<file path="src/rtl/alu_op_sequencer.sv">
// alu_op_sequencer
//   Sequences an external 8-bit ALU for one request at a time. A request
//   (op, a, b, use_carry, count) is taken over a valid/ready handshake. The
//   op is then run count+1 times, with each result fed back as inA. The
//   final result and flags are returned over a second valid/ready handshake.
//   A persistent carry flag is kept across requests.
//
// Handshakes: a transfer happens on a posedge where valid && ready are both
//   high. The request side is ready only in IDLE. While the response is
//   valid (DONE), rsp_data and the rsp flags hold stable until rsp_ready is
//   seen. req_valid while busy is ignored, and so is rsp_ready while no
//   response is valid.
//
// Ports
//   clk, rst_n                  clock, synchronous active-low reset
//   req_valid/req_ready         request handshake
//   req_op, req_a, req_b        opcode and operands
//   req_use_carry               feed carry_flag into alu_ci on every iteration
//   req_count                   extra iterations (total = req_count+1)
//   rsp_valid/rsp_ready         response handshake
//   rsp_data                    result of the final iteration
//   rsp_carry/zero/eq/gt/lt     flags from the final iteration (rsp_carry = carry_flag)
//   carry_flag                  persistent carry register
//   alu_stage                   FSM state (IDLE=00, EXEC=01, DONE=10); doubles as state debug
//   alu_op/alu_a/alu_b/alu_ci   drive to the ALU
//   alu_out                     ALU result, latched by the ALU on negedge
//   alu_co/equal/gt/lt/zero     ALU combinational flags
module alu_op_sequencer #(
  parameter int DW    = 8,
  parameter int OP_W  = 5,
  parameter int CNT_W = 3
) (
  input  logic             clk,
  input  logic             rst_n,
  input  logic             req_valid,
  output logic             req_ready,
  input  logic [OP_W-1:0]  req_op,
  input  logic [DW-1:0]    req_a,
  input  logic [DW-1:0]    req_b,
  input  logic             req_use_carry,
  input  logic [CNT_W-1:0] req_count,
  output logic             rsp_valid,
  input  logic             rsp_ready,
  output logic [DW-1:0]    rsp_data,
  output logic             rsp_carry,
  output logic             rsp_zero,
  output logic             rsp_eq,
  output logic             rsp_gt,
  output logic             rsp_lt,
  output logic             carry_flag,
  output logic [1:0]       alu_stage,
  output logic [OP_W-1:0]  alu_op,
  output logic [DW-1:0]    alu_a,
  output logic [DW-1:0]    alu_b,
  output logic             alu_ci,
  input  logic [DW-1:0]    alu_out,
  input  logic             alu_co,
  input  logic             alu_equal,
  input  logic             alu_gt,
  input  logic             alu_lt,
  input  logic             alu_zero
);

  // Encoding 2'b11 is never assigned; it falls into the default branch.
  typedef enum logic [1:0] {
    S_IDLE = 2'b00,
    S_EXEC = 2'b01,
    S_DONE = 2'b10
  } state_t;

  state_t           state_q, state_d;
  logic [OP_W-1:0]  op_q, op_d;
  logic [DW-1:0]    a_q, a_d;
  logic [DW-1:0]    b_q, b_d;
  logic             use_carry_q, use_carry_d;
  logic [CNT_W-1:0] count_q, count_d;
  logic [CNT_W-1:0] iter_cnt_q, iter_cnt_d;
  logic [DW-1:0]    res_q, res_d;
  logic             carry_q, carry_d;
  logic             zero_q, zero_d;
  logic             eq_q, eq_d;
  logic             gt_q, gt_d;
  logic             lt_q, lt_d;

  // Ops whose ALU carry-out updates the persistent carry register.
  function automatic logic is_carry_op(input logic [OP_W-1:0] op);
    case (op)
      5'b00111, 5'b10110, 5'b10111, 5'b10001,
      5'b10011, 5'b10010, 5'b10100, 5'b11000: is_carry_op = 1'b1;
      default:                                is_carry_op = 1'b0;
    endcase
  endfunction

  always_comb begin
    state_d     = state_q;
    op_d        = op_q;
    a_d         = a_q;
    b_d         = b_q;
    use_carry_d = use_carry_q;
    count_d     = count_q;
    iter_cnt_d  = iter_cnt_q;
    res_d       = res_q;
    carry_d     = carry_q;
    zero_d      = zero_q;
    eq_d        = eq_q;
    gt_d        = gt_q;
    lt_d        = lt_q;
    req_ready   = 1'b0;
    rsp_valid   = 1'b0;
    alu_op      = '0;
    alu_a       = '0;
    alu_b       = '0;
    alu_ci      = 1'b0;

    case (state_q)
      S_IDLE: begin
        req_ready = 1'b1;
        if (req_valid) begin
          op_d        = req_op;
          a_d         = req_a;
          b_d         = req_b;
          use_carry_d = req_use_carry;
          count_d     = req_count;
          iter_cnt_d  = '0;
          state_d     = S_EXEC;
        end
      end
      S_EXEC: begin
        alu_op = op_q;
        // First iteration uses the request operand, later ones chain the result.
        alu_a  = (iter_cnt_q == '0) ? a_q : res_q;
        alu_b  = b_q;
        alu_ci = use_carry_q & carry_q;
        // alu_out was latched by the ALU at this cycle's negedge.
        res_d  = alu_out;
        zero_d = alu_zero;
        eq_d   = alu_equal;
        gt_d   = alu_gt;
        lt_d   = alu_lt;
        if (is_carry_op(op_q)) carry_d = alu_co;
        if (iter_cnt_q == count_q) begin
          state_d = S_DONE;
        end else begin
          iter_cnt_d = iter_cnt_q + CNT_W'(1);
        end
      end
      S_DONE: begin
        rsp_valid = 1'b1;
        if (rsp_ready) state_d = S_IDLE;
      end
      default: state_d = S_IDLE;
    endcase
  end

  always_ff @(posedge clk) begin
    if (!rst_n) begin
      state_q     <= S_IDLE;
      op_q        <= '0;
      a_q         <= '0;
      b_q         <= '0;
      use_carry_q <= 1'b0;
      count_q     <= '0;
      iter_cnt_q  <= '0;
      res_q       <= '0;
      carry_q     <= 1'b0;
      zero_q      <= 1'b0;
      eq_q        <= 1'b0;
      gt_q        <= 1'b0;
      lt_q        <= 1'b0;
    end else begin
      state_q     <= state_d;
      op_q        <= op_d;
      a_q         <= a_d;
      b_q         <= b_d;
      use_carry_q <= use_carry_d;
      count_q     <= count_d;
      iter_cnt_q  <= iter_cnt_d;
      res_q       <= res_d;
      carry_q     <= carry_d;
      zero_q      <= zero_d;
      eq_q        <= eq_d;
      gt_q        <= gt_d;
      lt_q        <= lt_d;
    end
  end

  assign alu_stage  = state_q;
  assign carry_flag = carry_q;
  assign rsp_data   = res_q;
  assign rsp_carry  = carry_q;
  assign rsp_zero   = zero_q;
  assign rsp_eq     = eq_q;
  assign rsp_gt     = gt_q;
  assign rsp_lt     = lt_q;

endmodule

</file>
<file path="config.mk">
export PLATFORM = sky130hd
export DESIGN_NAME = alu_op_sequencer
export DESIGN_NICKNAME = d
export VERILOG_FILES = /design/src/rtl/alu_op_sequencer.sv
export SDC_FILE = /design/constraint.sdc
export NUM_CORES = 1
export LEC_CHECK = 0
export BUFFER_PORTS_ARGS = -buffer_cell sky130_fd_sc_hd__buf_2
export CAP_MARGIN = 20
export CORE_AREA = 2 2 69 71
export CTS_CLUSTER_DIAMETER = 30
export DETAILED_ROUTE_END_ITERATION = 10
export DIE_AREA = 0 0 71 73
export PLACE_DENSITY = 0.81
export SLEW_MARGIN = 10
export SYNTH_ARGS = -nofsm -noshare
export SYNTH_HDL_FRONTEND = slang
export SYNTH_SLANG_ARGS = --single-unit
</file>
<file path="constraint.sdc">
create_clock -name clk -period 1.9 [get_ports clk]
set_input_delay 0.19 -clock clk [delete_from_list [all_inputs] [get_ports clk]]
set_output_delay 0.19 -clock clk [all_outputs]
set_load 0.01 [all_outputs]
</file>
==> results of run 1 <==
worst min path at each step:
stage / to
after floorplan: alu_stage[1]
after global placement: rsp_lt
after detailed placement: b_q[7]
after CTS: b_q[7]
after global routing: count_q[2]
final: rsp_gt
final cells by class:
cell class / instances / area (um2) / share of cell area [%]
Inverter: 3 / 11.3 / 0.444
Multi-Input combinational cell: 187 / 1020 / 40.1
Timing Repair Buffer: 89 / 465 / 18.4
Clock buffer: 8 / 90.1 / 3.55
Sequential cell: 44 / 885 / 34.9
Tap cell: 54 / 67.6 / 2.67
power by group through the flow:
stage / registers (mW) / logic [mW] / clock network (mW)
6_report: 1.05 / 0.420 / 0.598
5_1_grt: 1.06 / 0.476 / 0.652
3_3_place_gp: 1.07 / 0.417 / 0
2_1_floorplan: 1.06 / 0.273 / 0
4_1_cts: 1.05 / 0.425 / 0.612
3_5_place_dp: 1.07 / 0.425 / 0
metrics by stage:
step / setup slack, ns / total power [mW] / util [%] / cell area [um2] / instances
after floorplan: 0.246 / 1.34 / - / 1990 / 252
after global placement: 0.203 / 1.48 / 53.8 / 2440 / 377
after detailed placement: 0.132 / 1.50 / 53.8 / 2440 / 377
after CTS: 0.0845 / 2.09 / 55.8 / 2530 / 385
after global routing: 0.0241 / 2.19 / 55.9 / 2530 / 385
final: 0.117 / 2.07 / 55.9 / 2530 / 385
cells in the final DEF (no fill, tap or decap), types with 3 or more instances in the layout:
cell type	n
sky130_fd_sc_hd__nor2_1	14
sky130_fd_sc_hd__and2_1	13
sky130_fd_sc_hd__dfxtp_1	41
sky130_fd_sc_hd__buf_4	8
sky130_fd_sc_hd__mux2i_1	9
sky130_fd_sc_hd__nor2b_1	3
sky130_fd_sc_hd__inv_1	3
sky130_fd_sc_hd__xnor2_1	4
sky130_fd_sc_hd__buf_2	81
sky130_fd_sc_hd__clkbuf_8	6
sky130_fd_sc_hd__nand3_1	4
sky130_fd_sc_hd__dfxtp_2	3
sky130_fd_sc_hd__nand2_1	77
sky130_fd_sc_hd__a21oi_1	39
routing by layer:
| metal | up-vias | global-route usage, % | routed length (um) |
|---|---|---|---|
| li1 | 973 | - | - |
| met1 | 820 | 21.0 | 1990 |
| met2 | 52 | 30.3 | 2180 |
| met3 | 7 | 4.28 | 277 |
| met4 | 0 | 5.87 | 52 |
| met5 | - | 0 | 0 |
sequential cells by signal (all words and copies together), names as in the netlist, 2 cells and up, named ones only:
register and flops:
op_q 5, rsp_data 8, iter_cnt_q 3, a_q 8
count_q 3, b_q 8, alu_stage 2
logic make-up after synthesis:
logic type / after synthesis / share of synthesized area (%)
AND/OR/NAND/NOR: 123 / 27.7
flip-flops: 44 / 44.3
adder cells (fa/ha/maj): 2 / 1.26
buffers and inverters: 21 / 4.97
multiplexers: 12 / 6.80
XOR/XNOR: 4 / 1.76
AO/OA/AOI/OAI: 46 / 13.2
cells in the mapped netlist (all sizes together):
library cell | n | share of area (%)
o21a | 2 | 0.76
nand3b | 2 | 0.76
a21bo | 1 | 0.50
a2111o | 1 | 0.57
or3 | 1 | 0.32
nor3b | 1 | 0.63
a21oi | 39 | 9.8
nor2 | 15 | 3.0
nand4 | 1 | 0.32
buf | 4 | 1.8
clkbuf | 14 | 2.6
mux2 | 2 | 1.1
nor4b | 1 | 0.44
dfxtp | 44 | 44
and2 | 13 | 4.1
nand2b | 2 | 0.63
nor2b | 4 | 1.3
inv | 3 | 0.57
xnor2 | 4 | 1.8
and3 | 1 | 0.32
a31oi | 1 | 0.32
o41ai | 1 | 0.82
nand2 | 77 | 15
ha | 2 | 1.3
mux2i | 10 | 5.7
or3b | 1 | 0.44
a211oi | 1 | 0.38
nand3 | 4 | 1.0
tightest hold or removal path, delay by kind of cell:
family / cells / cell delay (ns)
buf+inv: 1 / 0.09
compound gates: 1 / 0.05
simple gates: 1 / 0.04
what timing repair did:
item	in CTS	in global routing
buffers inserted	0	0
resized for setup	0	3
setup endpoints to repair	0	8
==> impl_results.rst, run 1 <==
.. list-table::
   :header-rows: 1

   * - Metric
     - Value
   * - Required time worst endpoint
     - ~2.1 ns
   * - Type of origin of the critical path
     - flop
   * - Die height
     - about 73 um
   * - Layout-stage area growth over the synthesis result
     - 27.6%
   * - CP Depth
     - 5
   * - Remaining DRCs
     - 0
   * - Post-synthesis instance area
     - a little under 2000 um2
   * - Clock net sink count
     - 44
   * - RSZ-0062 raised after global routing
     - no
   * - #FFs+latches synth
     - 44
   * - Run status
     - completed
   * - GRT Residual Overflow
     - 0
   * - Count of maximum capacitance violations
     - 0
   * - Number of hold-slack violations in the final timing report
     - 0
   * - CP max-delay cell
     - sky130_fd_sc_hd__dfxtp_1
   * - Clock slew at reported path FFs
     - approximately 0.08 ns
   * - Filler instances
     - around 440
   * - Estimated wirelength of the detail-placed design
     - about 3300 um
   * - Final setup skew
     - about 0.0077 ns
   * - Area of the placeable core
     - 4540 um2
   * - Largest net degree at the start of global routing
     - 28
   * - Period minus WS final
     - about 1.8 ns
   * - Slew margin rel.
     - a little under three quarters
   * - Portion of total power attributed to combinational logic
     - slightly above 20%
   * - Hold Path Depth
     - 3
   * - Worst Path Max Fanout
     - 27
   * - Total negative slack for setup checks
     - 0 ns
   * - Net count after synthesis
     - between 200 and 300
   * - Internal Pwr Total
     - ~1.5 mW
   * - Distinct cells, synth
     - 32
   * - Port bufs
     - 81
   * - WL per Instance
     - 11.7 um
   * - Lkg Pwr
     - 1.14 nW
   * - Chain of cells forming the critical path
     - or3b_1, buf_4, nand3_1, a2111o_1, o41ai_2
   * - Relative contribution of sequential cells to total power
     - between 50% and 60%
   * - Vias per inst
     - ~4.8
   * - Final setup fails
     - 0
   * - Element type at the critical path end
     - flop
   * - Switching share of total power
     - 28.6%
   * - First-pass GRT wire length
     - ~7200 um
   * - Fmax achieved
     - roughly 0.56 GHz
   * - Beginning of the worst register-to-register path
     - alu_stage[1]
   * - Slack of the worst reg-to-reg path
     - between 0.1 and 0.15 ns
   * - CTS H-tree lvls
     - 2
   * - Synthesized netlist cell count
     - approximately 250
   * - Data arrival time of the critical path
     - just under 2 ns
   * - HP Class
     - primary input to flop
   * - Number of core rows
     - 25
   * - Final period util
     - between 90% and 100%
   * - Depth of the worst register-to-register path
     - 5
   * - Die Span X
     - 71 um
   * - Count of warnings emitted by yosys
     - 0
   * - Syn Area/Cell
     - 7.88 um2
   * - Clk_lat worst skew
     - between 0.2 and 0.3 ns
   * - Pins Over Slew Limit
     - 0
   * - I/O pin count
     - ~80
   * - Tot GR Track Use
     - between 10% and 20%
   * - Antenna violations before repair
     - 0
   * - Post-route antenna net violation count
     - 0
   * - Power density over the cells
     - between 800 and 900 nW/um2
   * - Initial cell density of the core
     - 43.8%
   * - Worst Path Class, Setup
     - flop to flop
   * - CTS root buffer
     - sky130_fd_sc_hd__clkbuf_8
   * - Total via count in the routed design
     - approximately 1900
   * - Number of buffers added by the clock tree synthesis step
     - 5
   * - Sequential element share of the synthesized area
     - between 40 and 50%
   * - Maximum clock insertion buffer count
     - 2
   * - Min-Delay Startpoint
     - alu_gt
   * - First-pass DRT Iterations
     - 4
   * - Tightest Pin Transition
     - roughly 0.42 ns
   * - Final Net Count
     - roughly 370
   * - Switching power
     - slightly below 0.6 mW
   * - Source of the critical timing path
     - alu_stage[1]
   * - Portion of total power attributed to the clock network
     - about 29%
   * - Count of buffer and inverter cells on the critical path
     - 1
   * - IR Drop Worst-Case VDD
     - about 0.40 mV
   * - Critical path's largest stage delay
     - a little over 0.5 ns
   * - Worst Hold Slack
     - approximately 0.13 ns
   * - Crit-path leading delay family
     - flip-flops
   * - Diodes inserted
     - 0
   * - Overall die area
     - 5180 um2
   * - Clock tree from TritonCTS
     - done
   * - Detailed Route WL
     - around 4500 um
   * - Final weighted congestion of routability-driven global placement
     - between 0.8 and 0.9
   * - Number of buffers added to fix hold violations after cts
     - 0
   * - Via count of the first global-routing pass
     - 1664
   * - Share of cells above drive strength 1
     - 32.0%
   * - Initial drt markers
     - a little over 100
Note: power is estimated with default switching activity, not from simulation.
==> inputs of run 2 (changes only) <==
--- a/config.mk
+++ b/config.mk
@@ -7,11 +7,11 @@
 export LEC_CHECK = 0
 export BUFFER_PORTS_ARGS = -buffer_cell sky130_fd_sc_hd__buf_2
 export CAP_MARGIN = 20
-export CORE_AREA = 2 2 69 71
+export CORE_AREA = 2 2 66 68
 export CTS_CLUSTER_DIAMETER = 30
 export DETAILED_ROUTE_END_ITERATION = 10
-export DIE_AREA = 0 0 71 73
-export PLACE_DENSITY = 0.81
+export DIE_AREA = 0 0 68 70
+export PLACE_DENSITY = 0.88
 export SLEW_MARGIN = 10
 export SYNTH_ARGS = -nofsm -noshare
 export SYNTH_HDL_FRONTEND = slang
==> constraint.sdc (replaced) <==
create_clock -name clk -period 2.08 [get_ports clk]
set_input_delay 0.208 -clock clk [delete_from_list [all_inputs] [get_ports clk]]
set_output_delay 0.208 -clock clk [all_outputs]
set_load 0.01 [all_outputs]
==> run 2 against run 1 <==
Compared with the run above: setup slack gained 0.11 ns; core utilization grew 5.9 points; via count grew 3.7%; hold slack gained 0.010 ns; largest power group unchanged; non-clock buffer count is the same; critical path type is now flop to output pin; critical path depth grew 1; count of clock-buffer cells in the layout shrank 2; register-to-register slack gained 0.19 ns; wire length grew 3.4%; power shrank 1.3%.
==> impl_results.rst, run 2 (same netlist as run 1, synthesis figures left out) <==
.. list-table::
   :header-rows: 1

   * - Metric
     - Value
   * - Tightest Pin Transition
     - 0.461 ns (was 0.424 ns)
   * - Worst Hold Slack
     - 0.142 ns (was 0.131 ns)
   * - Fmax achieved
     - 0.539 GHz
   * - Area of the placeable core
     - 4140 um2 (was 4540 um2)
   * - Overall die area
     - 4760 um2 (was 5180 um2)
   * - Antenna violations before repair
     - 0 (unchanged)
   * - Pins Over Slew Limit
     - 0 (unchanged)
   * - Worst Path Class, Setup
     - flop to output pin (was flop to flop)
   * - Data arrival time of the critical path
     - 1.65 ns (was 1.98 ns)
   * - Element type at the critical path end
     - output pin (was flop)
   * - IR Drop Worst-Case VDD
     - 0.413 mV (was 0.401 mV)
   * - Layout-stage area growth over the synthesis result
     - 29.0% (was 27.6%)
   * - Port bufs
     - 81 (unchanged)
   * - GRT met1 Usage
     - 24.3% (was 21.0%)
   * - Clock net sink count
     - 44 (unchanged)
   * - Total negative slack for setup checks
     - 0 ns (unchanged)
   * - Detailed Route WL
     - 4660 um (was 4510 um)
   * - Worst Path Max Fanout
     - 8 (was 27)
   * - Vias per inst
     - 5.02 (was 4.81)
   * - First-pass DRT Iterations
     - 4 (unchanged)
   * - Final weighted congestion of routability-driven global placement
     - 0.843 (was 0.870)
   * - RSZ-0062 raised after global routing
     - no (unchanged)
   * - Standard cell area after detailed placement
     - 2440 um2 (about the same)
   * - GR Util met3
     - 5.15% (was 4.28%)
   * - Largest net degree at the start of global routing
     - 26 (was 28)
   * - Final instance area
     - 2560 um2 (was 2530 um2)
   * - Estimated wirelength of the detail-placed design
     - 3390 um (was 3310 um)
   * - Clk_lat worst skew
     - 0.29 ns (about the same)
   * - Leading cell types in the layout, fill and taps excluded
     - sky130_fd_sc_hd__buf_2, sky130_fd_sc_hd__nand2_1, sky130_fd_sc_hd__dfxtp_1 (unchanged)
   * - I/O pin count
     - 82 (unchanged)
   * - Slew margin rel.
     - 69.1% (was 71.6%)
   * - Maximum clock insertion buffer count
     - 2 (unchanged)
   * - CTS root buffer
     - sky130_fd_sc_hd__clkbuf_8 (unchanged)
   * - Final setup skew
     - 0.00394 ns (was 0.00771 ns)
   * - Die height
     - 70 um (was 73 um)
   * - Total via count in the routed design
     - 1921 (was 1852)
   * - Period minus WS final
     - 1.85 ns
   * - Diodes inserted
     - 0 (unchanged)
   * - Number of buffers added by the clock tree synthesis step
     - 5 (unchanged)
   * - Required time worst endpoint
     - 1.87 ns (was 2.10 ns)
   * - GRT Residual Overflow
     - 0 (unchanged)
   * - Number of hold-slack violations in the final timing report
     - 0 (unchanged)
   * - Final Net Count
     - 374 (unchanged)
   * - Number of cells in the design after placement
     - 375 (was 377)
   * - Power density over the cells
     - 796 nW/um2 (was 816 nW/um2)
   * - Count of maximum capacitance violations
     - 0 (unchanged)
   * - Filler instances
     - 376 (was 439)
   * - HP Class
     - primary input to flop (unchanged)
   * - WL per Instance
     - 12.2 um (was 11.7 um)
   * - Clock tree from TritonCTS
     - done (unchanged)
   * - Number of core rows
     - 24 (was 25)
   * - Via count of the first global-routing pass
     - 1796 (was 1664)
   * - Share of cells above drive strength 1
     - 32.0% (unchanged)
   * - Post-route antenna net violation count
     - 0 (unchanged)
   * - Remaining DRCs
     - 0 (unchanged)
   * - Tot GR Track Use
     - 20.7% (was 17.4%)
   * - Met2 routing resource usage after global routing
     - 33.1% (was 30.3%)
   * - CTS H-tree lvls
     - 2 (unchanged)
   * - Most frequent standard cell in the layout excluding fill and tap cells
     - sky130_fd_sc_hd__buf_2 (unchanged)
   * - Final Non-Filler Cells
     - 383 (was 385)
   * - Final period util
     - around nine tenths
   * - Busiest layer in global routing
     - met2 (unchanged)
   * - Final setup fails
     - 0 (unchanged)
   * - Die Span X
     - 68 um (was 71 um)
   * - Lkg Pwr
     - 1.16 nW (was 1.14 nW)
   * - Type of origin of the critical path
     - flop (unchanged)
   * - Clock slew at reported path FFs
     - 0.08 ns (about the same)
   * - Run status
     - completed (unchanged)
   * - Initial drt markers
     - 54 (was 101)
   * - Initial cell density of the core
     - 47.9% (was 43.8%)
   * - First-pass GRT wire length
     - 7620 um (was 7230 um)
run 2: final timing paths:
kind,from,slack (ns),to,depth (start not counted)
hold / removal,req_use_carry,0.14,use_carry_q,3
hold reg to reg,b_q[6],0.45,b_q[6],2
setup reg to reg,alu_stage[0],0.31,flop,5
setup / recovery,iter_cnt_q[0],0.23,alu_a[5],6
run 2: stage by stage:
| stage | utilization (%) | setup WS, ns | power, mW |
|---|---|---|---|
| after floorplan | - | 0.426 | 1.22 |
| after global placement | 58.8 | 0.411 | 1.36 |
| after detailed placement | 58.8 | 0.359 | 1.37 |
| after CTS | 61.8 | 0.0298 | 2.06 |
| after global routing | 61.8 | 0.0822 | 2.15 |
| final | 61.8 | 0.226 | 2.04 |
run 2: final cells by class:
cell class / instances / area (um2) / share of cell area, %
inverter: 3 / 11.3 / 0.439
timing repair buffer: 89 / 465 / 18.2
multi-input combinational: 187 / 1020 / 39.7
sequential: 44 / 881 / 34.4
clock buffer: 6 / 82.6 / 3.22
tap: 52 / 65.1 / 2.54
clock inverter: 2 / 38.8 / 1.51
run 2: repair_timing:
| item | CTS | global route |
|---|---|---|
| gates resized for setup | 0 | 1 |
| hold buffers | 0 | 0 |
| buffers inserted | 0 | 0 |
| endpoints found under the setup margin | 0 | 8 |
run 2: routing by layer:
layer,vias up,wire [um]
li1,974,-
met1,855,1990
met2,76,2220
met3,16,305
met4,0,152
met5,-,0
run 2: where the power goes:
group / switching [mW] / internal [mW] / leakage (nW) / total (mW)
Sequential: 0.0507 / 0.909 / 0.360 / 0.959
Clock: 0.297 / 0.393 / 0.0614 / 0.690
Combinational: 0.221 / 0.170 / 0.736 / 0.391
Total: 0.569 / 1.47 / 1.16 / 2.04
run 2: worst max-delay path, stage by stage (launching register included):
cell                       delay [ns]
sky130_fd_sc_hd__dfxtp_1         0.42
sky130_fd_sc_hd__inv_1           0.07
sky130_fd_sc_hd__ha_1            0.20
sky130_fd_sc_hd__nand2b_2        0.23
sky130_fd_sc_hd__mux2i_1         0.23
sky130_fd_sc_hd__nor2_1          0.05
sky130_fd_sc_hd__buf_2           0.14
